==> src/rtl/alu_mul_seq.sv <==
// Shift-and-add unsigned multiplier that borrows the shared arithmetic unit as its adder.
// One ADD is issued per iteration and the carry is folded back into the accumulator MSB.
//
// state | meaning
// IDLE  | waiting for start, product held on P
// CALC  | one shift-and-add iteration per cycle, DATA_WIDTH iterations
// DONE  | single-cycle done pulse, start ignored
module alu_mul_seq #(
  parameter int DATA_WIDTH = 8
) (
  input  logic                    clk,
  input  logic                    rst_n,
  input  logic                    start,
  input  logic [DATA_WIDTH-1:0]   A,
  input  logic [DATA_WIDTH-1:0]   B,
  output logic                    busy,
  output logic                    done,
  output logic [2*DATA_WIDTH-1:0] P,
  output logic [DATA_WIDTH-1:0]   au_A,
  output logic [DATA_WIDTH-1:0]   au_B,
  output logic [2:0]              au_opcode,
  input  logic [DATA_WIDTH-1:0]   au_S,
  input  logic                    au_Cout
);

  localparam int CW = (DATA_WIDTH > 1) ? $clog2(DATA_WIDTH) : 1;
  localparam logic [CW-1:0] LAST = CW'(DATA_WIDTH - 1);

  typedef enum logic [1:0] {
    S_IDLE = 2'd0,
    S_CALC = 2'd1,
    S_DONE = 2'd2
  } state_t;

  state_t                state, state_nxt;
  logic [DATA_WIDTH-1:0] mcand, mcand_nxt;
  logic [DATA_WIDTH-1:0] acc, acc_nxt;
  logic [DATA_WIDTH-1:0] mq, mq_nxt;
  logic [CW-1:0]         cnt, cnt_nxt;
  logic [DATA_WIDTH-1:0] sum_s;
  logic                  sum_c;

  always_ff @(posedge clk or negedge rst_n) begin
    if (!rst_n) begin
      state <= S_IDLE;
      mcand <= '0;
      acc   <= '0;
      mq    <= '0;
      cnt   <= '0;
    end else begin
      state <= state_nxt;
      mcand <= mcand_nxt;
      acc   <= acc_nxt;
      mq    <= mq_nxt;
      cnt   <= cnt_nxt;
    end
  end

  always_comb begin
    state_nxt = state;
    mcand_nxt = mcand;
    acc_nxt   = acc;
    mq_nxt    = mq;
    cnt_nxt   = cnt;
    sum_s     = acc;
    sum_c     = 1'b0;
    case (state)
      S_IDLE: begin
        if (start) begin
          mcand_nxt = A;
          mq_nxt    = B;
          acc_nxt   = '0;
          cnt_nxt   = '0;
          state_nxt = S_CALC;
        end
      end
      S_CALC: begin
        // Only take the AU result when the current multiplier bit is set.
        if (mq[0]) begin
          sum_s = au_S;
          sum_c = au_Cout;
        end
        acc_nxt = {sum_c, sum_s[DATA_WIDTH-1:1]};
        mq_nxt  = {sum_s[0], mq[DATA_WIDTH-1:1]};
        cnt_nxt = cnt + CW'(1);
        if (cnt == LAST) state_nxt = S_DONE;
      end
      S_DONE:  state_nxt = S_IDLE;
      default: state_nxt = S_IDLE;
    endcase
  end

  assign busy      = (state != S_IDLE);
  assign done      = (state == S_DONE);
  assign P         = {acc, mq};
  assign au_A      = acc;
  assign au_B      = mcand;
  assign au_opcode = 3'b000;

endmodule
==> config.mk <==
export PLATFORM = sky130hd
export DESIGN_NAME = alu_mul_seq
export DESIGN_NICKNAME = d
export VERILOG_FILES = /design/src/rtl/alu_mul_seq.sv
export SDC_FILE = /design/constraint.sdc
export NUM_CORES = 1
export LEC_CHECK = 0
export ABC_CLOCK_PERIOD_IN_PS = 2200
export CORE_AREA = 4 4 61 63
export CTS_BUF_LIST = sky130_fd_sc_hd__clkbuf_8
export CTS_CLUSTER_DIAMETER = 200
export DETAILED_ROUTE_END_ITERATION = 7
export DIE_AREA = 0 0 65 67
export HOLD_SLACK_MARGIN = 0.02
export PLACE_DENSITY = 0.95
export SLEW_MARGIN = 5
export SYNTH_ARGS = -nofsm -noshare
export SYNTH_HDL_FRONTEND = slang
export SYNTH_SLANG_ARGS = --single-unit
==> constraint.sdc <==
create_clock -name clk -period 2.2 [get_ports clk]
set_input_delay 0.33 -clock clk [delete_from_list [all_inputs] [get_ports clk]]
set_output_delay 0.33 -clock clk [all_outputs]
set_load 0.01 [all_outputs]
Word-level counts from Yosys, hierarchy flattened
Index checks and enable logic that the tools add are counted.

Register bits: 29. Bits in latches: 0. Memory bits (writable): 0. Bits in read-only memories: 0. Bits of input ports: 28. Output and inout bits: 37. Logic and storage cells: 28. Memories kept: 0.

$add $sub $neg: 1. Multiply operators: 0. Divide/modulo/power cells: 0. Order comparisons: 0. Equality and inequality tests: 5. Shifts and indexed selects: 0. Mux-type cells: 11. Bitwise gates (word level): 0. Reduce and logical (&&, ||, !) cells: 6.

Operators with widths (count): $pmux 8 s2 (2); $mux 8 (3); $pmux 3 s2 (1); $reduce_and 2->1 (3); $mux 2 (2); $ne 2x2->1 const B (2); $pmux 2 s2 (1); $reduce_bool 2->1 (2); $add 3x1->3 const B (1); $eq 3x3->1 const B (1); $mux 3 (1); $eq 2x1->1 const B (1); $eq 2x2->1 const B (1); $logic_not 2->1 (1); $mux 1 (1).

Longest topological paths before layout
Gate-level depths: netlist of run 1.

Depth in word-level cells: 3. Gate-level depth with buffers: 5. Depth with buffers taken out: 4.

Worst setup path after synthesis of run 1
OpenSTA, ideal clock, no wires.

Path type: input to register. Start point: input port start. End point: register mcand[0], in the netlist au_B[0]. Setup time: 0.125 ns. Arrival time: 1.256 ns. Data required time: 2.075 ns. Slack: 0.819 ns. Stages on the path: 4. Path buffers: 2. Cell sequence: buf_6 -> or3b_4 -> buf_6 -> mux2_4.

Word-level cells in the longest chain between the ends: 1.

RTL lines: from (decl) (line 13) `input logic start,`; $reduce_and 2->1 (no line); to (signal assigned) (line 52) `mcand <= mcand_nxt;`; to (decl) (line 36) `logic [DATA_WIDTH-1:0] mcand, mcand_nxt;`.

Every way passes these cells. A chain may end at the register's enable or synchronous reset.

Worst setup path in the final report of run 1
Start point: register state[1]. End point: output port done.

Word-level cells in the longest chain between the ends: 1.

RTL lines: from (decl) (line 35) `state_t state, state_nxt;`; from (signal assigned) (line 51) `state <= state_nxt;`; $eq 2x2->1 (line 94) `assign done = (state == S_DONE);`; to (decl) (line 17) `output logic done,`.

Every way passes these cells.

==> reports/metrics.yaml, run 1 <==
status:
  status: "completed"
route:
  final_antenna_net_count: 0
  post_drt_wl_per_cell_um: 13.62
  drtIter0Drc: 33
  routed-via-count: 1112
  finalWirelength_um: 3119
  routed_via_density: 4.856
  post-route-drc-count: 0
  first_pass_iters: 4
logic_synthesis:
  ys_warn_count: 0
  ys.flop_type: "dfrtp_1"
  synth-seq-area-share: 0.5174
  synthArstFlopShare: 1.000
  ys_ff_latch: 29
  synth_area_per_cell_um2: 11.04
  synthCells: 127
  netlist.area_leader.share: 0.5174
  synth_area_um2: 1403
  ys_types: 23
  yosys-top-cells-area: "dfrtp_1 (52%), mux2_4 (7.5%), o22ai_1 (6.2%)"
  synth_edf_count: 0
  synth_area_leader_cell: "dfrtp_1"
worst_setup_path:
  end_kind: "output pin"
  arrival_ps: 1630
  critPathRequiredTime_ps: 1870
  critPathLaunchType: "flop"
  path_class: "reg -> out"
  r2r_cells: 2
  cp_max_fo: 9
cts:
  clock_latency_ps: 270
  cts_buffers: 5
  cts_root_buf: "clkbuf_8"
  cts_resized: 0
  clockBufferDepth: 2
  cts_tree: "done"
  hold_buffers: 0
  cts_setup_buffers: 0
  clk_pin_slew_worst_paths_ps: 60
  cts_sinks: 29
  htree_levels: 2
sta:
  finalCriticalPeriod_ps: 1957
  fin_skew_ps: 3.990
  finalSetupTns_ps: 0
  max_freq_mhz: 511.0
  setup_viol: 0
  period_share: 0.8895
  drv_slew: 0
  rsz0062_at_grt: "false"
  setup_ws_ps: 243.1
  hold_viol: 0
global_routing:
  grt_pass1_wl_um: 5181
  grt_max_degree: 30
  antenna_found_initial: 0
  grt_overflow: 0
  grt_use_total: 0.1559
  grt_pass1_vias: 1124
floorplanning:
  dieWidth_um: 65
  io_pins: 65
  rows: 21
  start_util: 0.4340
  dieArea_um2: 4355
  core_area_um2: 3232
  die_h_um: 67
placement:
  preCtsSetupSlack_ps: 398.4
  gp_congestion: 0.7379
  port_buffers: 61
  dp.final_hpwl_um: 2370
  placed_cells: 222
power_and_ir_drop:
  leakage_nw: 0.9007
  vdd_drop_max_v: 0.0008621
  p_total_mw: 2.979
  powerDensity_nw_per_um2: 1438
finish:
  syn2layout_area_growth_pct: 47.73
  multi_input_area_um2: 546.8
  fin_cells: 229
  num_antenna_cells: 0
  utilization: 0.6411
  nNetsFinal: 213
  ff_latch_area_um2: 725.7
  n_fill_cell: 267
  drive_above_1_share: 0.1148
run:
  maxCapViolations: 0
min_path:
  hp-class: "in -> async"
[cell families after synthesis]
logic type	synth area share
other	0.002674
AND/OR/NAND/NOR	0.09544
buffers and inverters	0.09813
AO/OA/AOI/OAI	0.1276
flip-flops	0.5174
multiplexers	0.1409
adder cells (fa/ha/maj)	0.01784
[flip-flops by register name, summed over array words and instances (netlist names)]
register	cells
state	2
au_B	8
cnt	3
mq	8
au_A	8
[critical path, stage by stage (launching register included)]
cell,delay (ps)
dfrtp_1,410
clkinv_1,240
nor2_1,160
clkdlybuf4s50_1,550
[stage by stage]
stage	hold slack [ps]	instance area (µm²)
after floorplan	34.41	1410
after global placement	483.3	1986
after detailed placement	496.9	1986
after CTS	446.3	2072
after global routing	464.7	2072
final	432.4	2072
[per-layer routing]
metal	wire, µm	share of wire	GRT usage	vias up
li1	-	-	-	549
met5	0	0	0	-
met2	1624	0.52	0.2605	35
met3	195	0.063	0.04890	0
met4	0	0	0.03166	0
met1	1299	0.42	0.1979	528
[area by class of cell]
type                    count  area share
flip-flops and latches     29      0.3502
repair buffers             66      0.3128
multi-input cells          79      0.2639
clock buffers               6     0.03986
well taps                  46     0.02778
inverters                   2    0.003623
clock inverters             1    0.001812
[final timing paths]
path / from / to / slack (ps)
worst max-delay path: state[1] / done / 240
worst min-delay path: rst_n / mq[5] / 430
worst max register to register: state[0] / au_B[1] / 730
worst min register to register: au_B[7] / au_B[7] / 510
max in group asynchronous: rst_n / au_B[2] / 1490
min in group clk: au_B[7] / au_B[7] / 510
[cells in the mapped netlist (2+ instances only)]
cell,count
a21oi_1,7
o21ai_0,10
buf_2,2
clkbuf_1,3
buf_4,11
nand2_1,6
ha_1,2
and2_1,2
mux2_4,7
mux2i_1,7
o22ai_1,14
nand3_1,13
dfrtp_1,29
buf_6,2
mux2_2,2
nand2b_1,2
clkinv_1,2
[layout by cell type (no fill, tap or decap), drive strengths merged]
cell type	synthesis	final
a21oi	7	7
a31oi	1	1
and2	2	2
buf	16	5
clkbuf	3	6
clkdlybuf4s50	0	61
clkinv	2	2
conb	1	3
dfrtp	29	29
ha	2	2
inv	0	1
mux2	9	9
mux2i	7	7
nand2	6	6
nand2b	2	2
nand3	13	13
nor2	1	1
nor2b	1	1
o21ai	10	10
o22ai	14	14
or3b	1	1
[power by group]
part           total (mW)  switching, mW  internal (mW)  leakage, nW
registers            1.02          0.221          0.799        0.342
logic                1.54          0.641          0.900        0.511
clock network       0.418          0.175          0.242       0.0485
Power figures use the tool's default switching activity.
==> run 2: changes to the inputs <==
--- a/config.mk
+++ b/config.mk
@@ -12,7 +12,7 @@
 export DETAILED_ROUTE_END_ITERATION = 7
 export DIE_AREA = 0 0 65 67
 export HOLD_SLACK_MARGIN = 0.02
-export PLACE_DENSITY = 0.95
+export PLACE_DENSITY = 0.87
 export SLEW_MARGIN = 5
 export SYNTH_ARGS = -nofsm -noshare
 export SYNTH_HDL_FRONTEND = slang
==> run 2 against run 1 <==
Net effect:
- flip-flop and latch count unchanged
- register-to-register slack got worse by 150 ps
- die area unchanged
- fmax decreased by 2.8%
- first-iteration DRC count increased by 130%
- via count increased by 6.7%
- hold slack improved by 3.2 ps
- clock power increased by 3%
- sequential power about the same
==> reports/metrics.yaml, run 2 (synthesis results as in run 1) <==
sta:
  rsz0062_at_grt: "false"
  setup_viol: 0
  drv_slew: 0
  max_freq_mhz: 496.5
  slew_headroom: 0.3793
  worst_pin_slew_ps: 931.0
  fin_skew_ps: 7.970
  period_share: 0.9155
  finalCriticalPeriod_ps: 2014
  holdWs_ps: 435.6
  hold_viol: 0
  finalSetupTns_ps: 0
route:
  routed-via-count: 1186
  routed_via_density: 5.225
  finalWirelength_um: 3759
  post_drt_wl_per_cell_um: 16.56
  final_antenna_net_count: 0
  drtIter0Drc: 77
  post-route-drc-count: 0
  first_pass_iters: 4
floorplanning:
  start_util: 0.4340
  dieArea_um2: 4355
  die_h_um: 67
  rows: 21
  core_area_um2: 3232
  io_pins: 65
  dieWidth_um: 65
worst_setup_path:
  end_kind: "output pin"
  path_class: "reg -> out"
  cp_max_fo: 9
  arrival_ps: 1680
  critPathLaunchType: "flop"
  critPathBufInv: 2
  crit_family: "buffers and inverters"
  crit_chain: "clkinv_1, nor2_1, clkdlybuf4s50_1"
  crit_slowest_cell: "clkdlybuf4s50_1"
  critPathRequiredTime_ps: 1870
  cpPeakStageDelay_ps: 550
cts:
  cts_resized: 0
  clockBufferDepth: 2
  cts_root_buf: "clkbuf_8"
  htree_levels: 2
  cts_tree: "done"
  clock_latency_ps: 280
  clk_pin_slew_worst_paths_ps: 60
  hold_buffers: 0
  cts_setup_buffers: 0
  cts_sinks: 29
  cts_buffers: 5
finish:
  fin_cells: 227
  syn2layout_area_growth_pct: 46.65
  drive_above_1_share: 0.1050
  final_common_cell: "clkdlybuf4s50_1"
  num_antenna_cells: 0
  n_fill_cell: 257
  nNetsFinal: 211
  utilization: 0.6365
  final_cell_mix: "clkdlybuf4s50_1 (61), dfrtp_1 (29), o22ai_1 (14)"
power_and_ir_drop:
  vdd_drop_max_v: 0.0005285
  powerDensity_nw_per_um2: 1468
  seqPwrFrac: 0.343
  combPwrFrac: 0.514
  clkPwrFrac: 0.142
  power.switching_mw: 1.098
  swShare: 0.3637
  p_total_mw: 3.019
  intPower_mw: 1.921
  leakage_nw: 0.8907
placement:
  dp.final_hpwl_um: 2804
  port_buffers: 61
  placed_cells: 220
  gp_congestion: 0.8343
global_routing:
  antenna_found_initial: 0
  grt_overflow: 0
  grt_pass1_wl_um: 6065
  grt_max_degree: 30
  grt_pass1_vias: 1190
  grt_use_total: 0.1894
run:
  maxCapViolations: 0
min_path:
  hp-class: "in -> async"
status:
  status: "completed"
-- run 2: cell count changes in the layout (fill, tap and decap cells not counted), sizes merged --
cell / change
buf: -2
-- run 2: final cells by class --
cell class	count	area, µm²	area share
timing repair buffer	64	633.1	0.3078
sequential	29	725.7	0.3528
clock inverter	1	3.754	0.001825
clock buffer	6	82.58	0.04015
inverter	2	7.507	0.003650
tap	46	57.56	0.02798
multi-input combinational	79	546.8	0.2658
-- run 2: power groups by stage --
stage,logic (mW),clock network [mW],registers (mW)
2_1_floorplan,0.791,0,1.09
5_1_grt,1.68,0.477,1.08
3_5_place_dp,1.56,0,1.04
6_report,1.55,0.430,1.04
3_3_place_gp,1.50,0,1.01
4_1_cts,1.56,0.438,1.04
-- run 2: stage by stage --
stage          worst slack [ps]  instance area (µm²)
2_1_floorplan             819.1                 1410
3_3_place_gp              408.7                 1971
3_5_place_dp              356.2                 1971
4_1_cts                   192.4                 2057
5_1_grt                   85.87                 2057
6_report                  185.8                 2057
-- run 2: path summary, 6_finish.rpt --
path,depth (start not counted),from,slack (ps),to
min in group clk,1,cnt[0],510,cnt[0]
hold reg to reg,1,cnt[0],510,cnt[0]
setup / recovery,3,state[1],190,done
hold / removal,2,rst_n,440,au_B[1]
max in group asynchronous,2,rst_n,1480,cnt[1]
setup reg to reg,3,state[1],580,mq[7]
-- run 2: metal layers --
layer / GRT usage / routed length [µm]
met1: 0.2159 / 1421
met2: 0.3218 / 1969
met3: 0.05059 / 295
met4: 0.1029 / 72
met5: 0 / 0
==> run 3: changes to the inputs <==
--- a/config.mk
+++ b/config.mk
@@ -5,7 +5,8 @@
 export SDC_FILE = /design/constraint.sdc
 export NUM_CORES = 1
 export LEC_CHECK = 0
-export ABC_CLOCK_PERIOD_IN_PS = 2200
+export ABC_AREA = 0
+export ABC_CLOCK_PERIOD_IN_PS = 2600
 export CORE_AREA = 4 4 61 63
 export CTS_BUF_LIST = sky130_fd_sc_hd__clkbuf_8
 export CTS_CLUSTER_DIAMETER = 200
==> constraint.sdc (replaced) <==
create_clock -name clk -period 2.6 [get_ports clk]
set_input_delay 0.39 -clock clk [delete_from_list [all_inputs] [get_ports clk]]
set_output_delay 0.39 -clock clk [all_outputs]
set_load 0.01 [all_outputs]
==> run 3 against run 2 <==
Net effect:
- hold slack gained 58 ps
- sequential power shrank 13%
- total power shrank 15%
- count of clock-buffer cells in the layout grew 1
- routed wire length shrank 5.3%
- flip-flop and latch count is the same
- first-iteration DRC count shrank 1.3%
- critical path type unchanged
- highest routed layer unchanged
==> reports/metrics.yaml, run 3 (synthesis results as in run 1) <==
placement:
  preCtsSetupSlack_ps: 501.5
  port_buffers: 61
  gp_congestion: 0.8223
  placed_cells: 218
  dp.final_hpwl_um: 2666
sta:
  fin_skew_ps: 2.797
  slew_headroom: 0.3986
  hold_viol: 0
  rsz0062_at_grt: "false"
  drv_slew: 0
  max_freq_mhz: 477.9
  worst_pin_slew_ps: 902.1
  period_share: 0.8048
  setup_viol: 0
  setup_ws_ps: 507.5
  finalCriticalPeriod_ps: 2092
  finalSetupTns_ps: 0
global_routing:
  grt_max_degree: 30
  antenna_found_initial: 0
  grt_overflow: 0
  grt_pass1_wl_um: 5706
  grt_pass1_vias: 1158
  grt_use_total: 0.1771
worst_setup_path:
  arrival_ps: 1700
  worstSetupStartpoint: "state[1]"
  r2r_cells: 3
  critPathLaunchType: "flop"
  regToRegSetupSlack_ps: 1000
  rr_startpoint: "state[1]"
  cp_max_fo: 9
  critPathRequiredTime_ps: 2210
  end_kind: "output pin"
  r2r_end: "mq[3]"
  path_class: "reg -> out"
cts:
  cts_resized: 0
  clk_pin_slew_worst_paths_ps: 60
  cts_tree: "done"
  hold_buffers: 0
  htree_levels: 2
  cts_buffers: 5
  cts_sinks: 29
  cts_root_buf: "clkbuf_8"
  clockBufferDepth: 2
  cts_setup_buffers: 0
  clock_latency_ps: 280
finish:
  n_fill_cell: 264
  fin_cells: 226
  drive_above_1_share: 0.1056
  num_antenna_cells: 0
  final_cell_mix: "clkdlybuf4s50_1 (61), dfrtp_1 (29), o22ai_1 (14)"
  final_common_cell: "clkdlybuf4s50_1"
  syn2layout_area_growth_pct: 46.65
  nNetsFinal: 209
power_and_ir_drop:
  leakage_nw: 0.8869
  powerDensity_nw_per_um2: 1246
  vdd_drop_max_v: 0.0005028
route:
  post_drt_wl_per_cell_um: 15.75
  routed-via-count: 1159
  first_pass_iters: 4
  drtIter0Drc: 76
  routed_via_density: 5.128
  post-route-drc-count: 0
  finalWirelength_um: 3559
  final_antenna_net_count: 0
floorplanning:
  dieArea_um2: 4355
  start_util: 0.4340
  dieWidth_um: 65
  io_pins: 65
  die_h_um: 67
  core_area_um2: 3232
  rows: 21
min_path:
  hp-class: "in -> async"
status:
  status: "completed"
run:
  maxCapViolations: 0
## run 3: power by group
part	total [mW]	internal [mW]	switching, mW
Clock	0.400	0.239	0.162
Sequential	0.902	0.675	0.227
Combinational	1.26	0.734	0.526
Total	2.56	1.65	0.915
## run 3: routing by layer
layer  wire length, µm  vias to the layer above  global-route usage
li1                  -                      544                   -
met1              1344                      556              0.1852
met2              1843                       53              0.3193
met3               294                        6             0.04553
met4                78                        0              0.1029
met5                 0                        -                   0
## run 3: through the flow
| step | hold slack (ps) | instance area, µm² | utilization | power (mW) |
|---|---|---|---|---|
| detailed placement | 500.3 | 1956 | 0.6051 | 2.181 |
| floorplan | 94.41 | 1410 | - | 1.590 |
| CTS | 505.5 | 2057 | 0.6365 | 2.587 |
| global placement | 484.3 | 1956 | 0.6051 | 2.121 |
| finish | 493.1 | 2057 | 0.6365 | 2.563 |
| global route | 519.9 | 2057 | 0.6365 | 2.731 |
## run 3: how the worst max path moves through the flow
| stage | end | slack (ps) | cells after the start |
|---|---|---|---|
| 2_1_floorplan | au_B[0] | 1160 | 4 |
| 3_3_place_gp | au_B[2] | 540 | 3 |
| 3_5_place_dp | au_B[3] | 500 | 3 |
| 4_1_cts | done | 520 | 3 |
| 5_1_grt | busy | 460 | 3 |
| 6_report | done | 510 | 3 |
## run 3: cell type report
class / count / area (µm²) / share of cell area
Clock buffer: 7 / 96.34 / 0.04684
Tap cell: 46 / 57.56 / 0.02798
Multi-Input combinational cell: 79 / 546.8 / 0.2658
Inverter: 2 / 7.507 / 0.003650
Timing Repair Buffer: 62 / 618.1 / 0.3005
Sequential cell: 29 / 725.7 / 0.3528
Clock inverter: 1 / 5.005 / 0.002433
## run 3: worst max-delay path: stages (launching register included)
cell and delay [ps]:
dfrtp_1 430, clkinv_1 270, nor2_1 180, clkdlybuf4s50_1 550
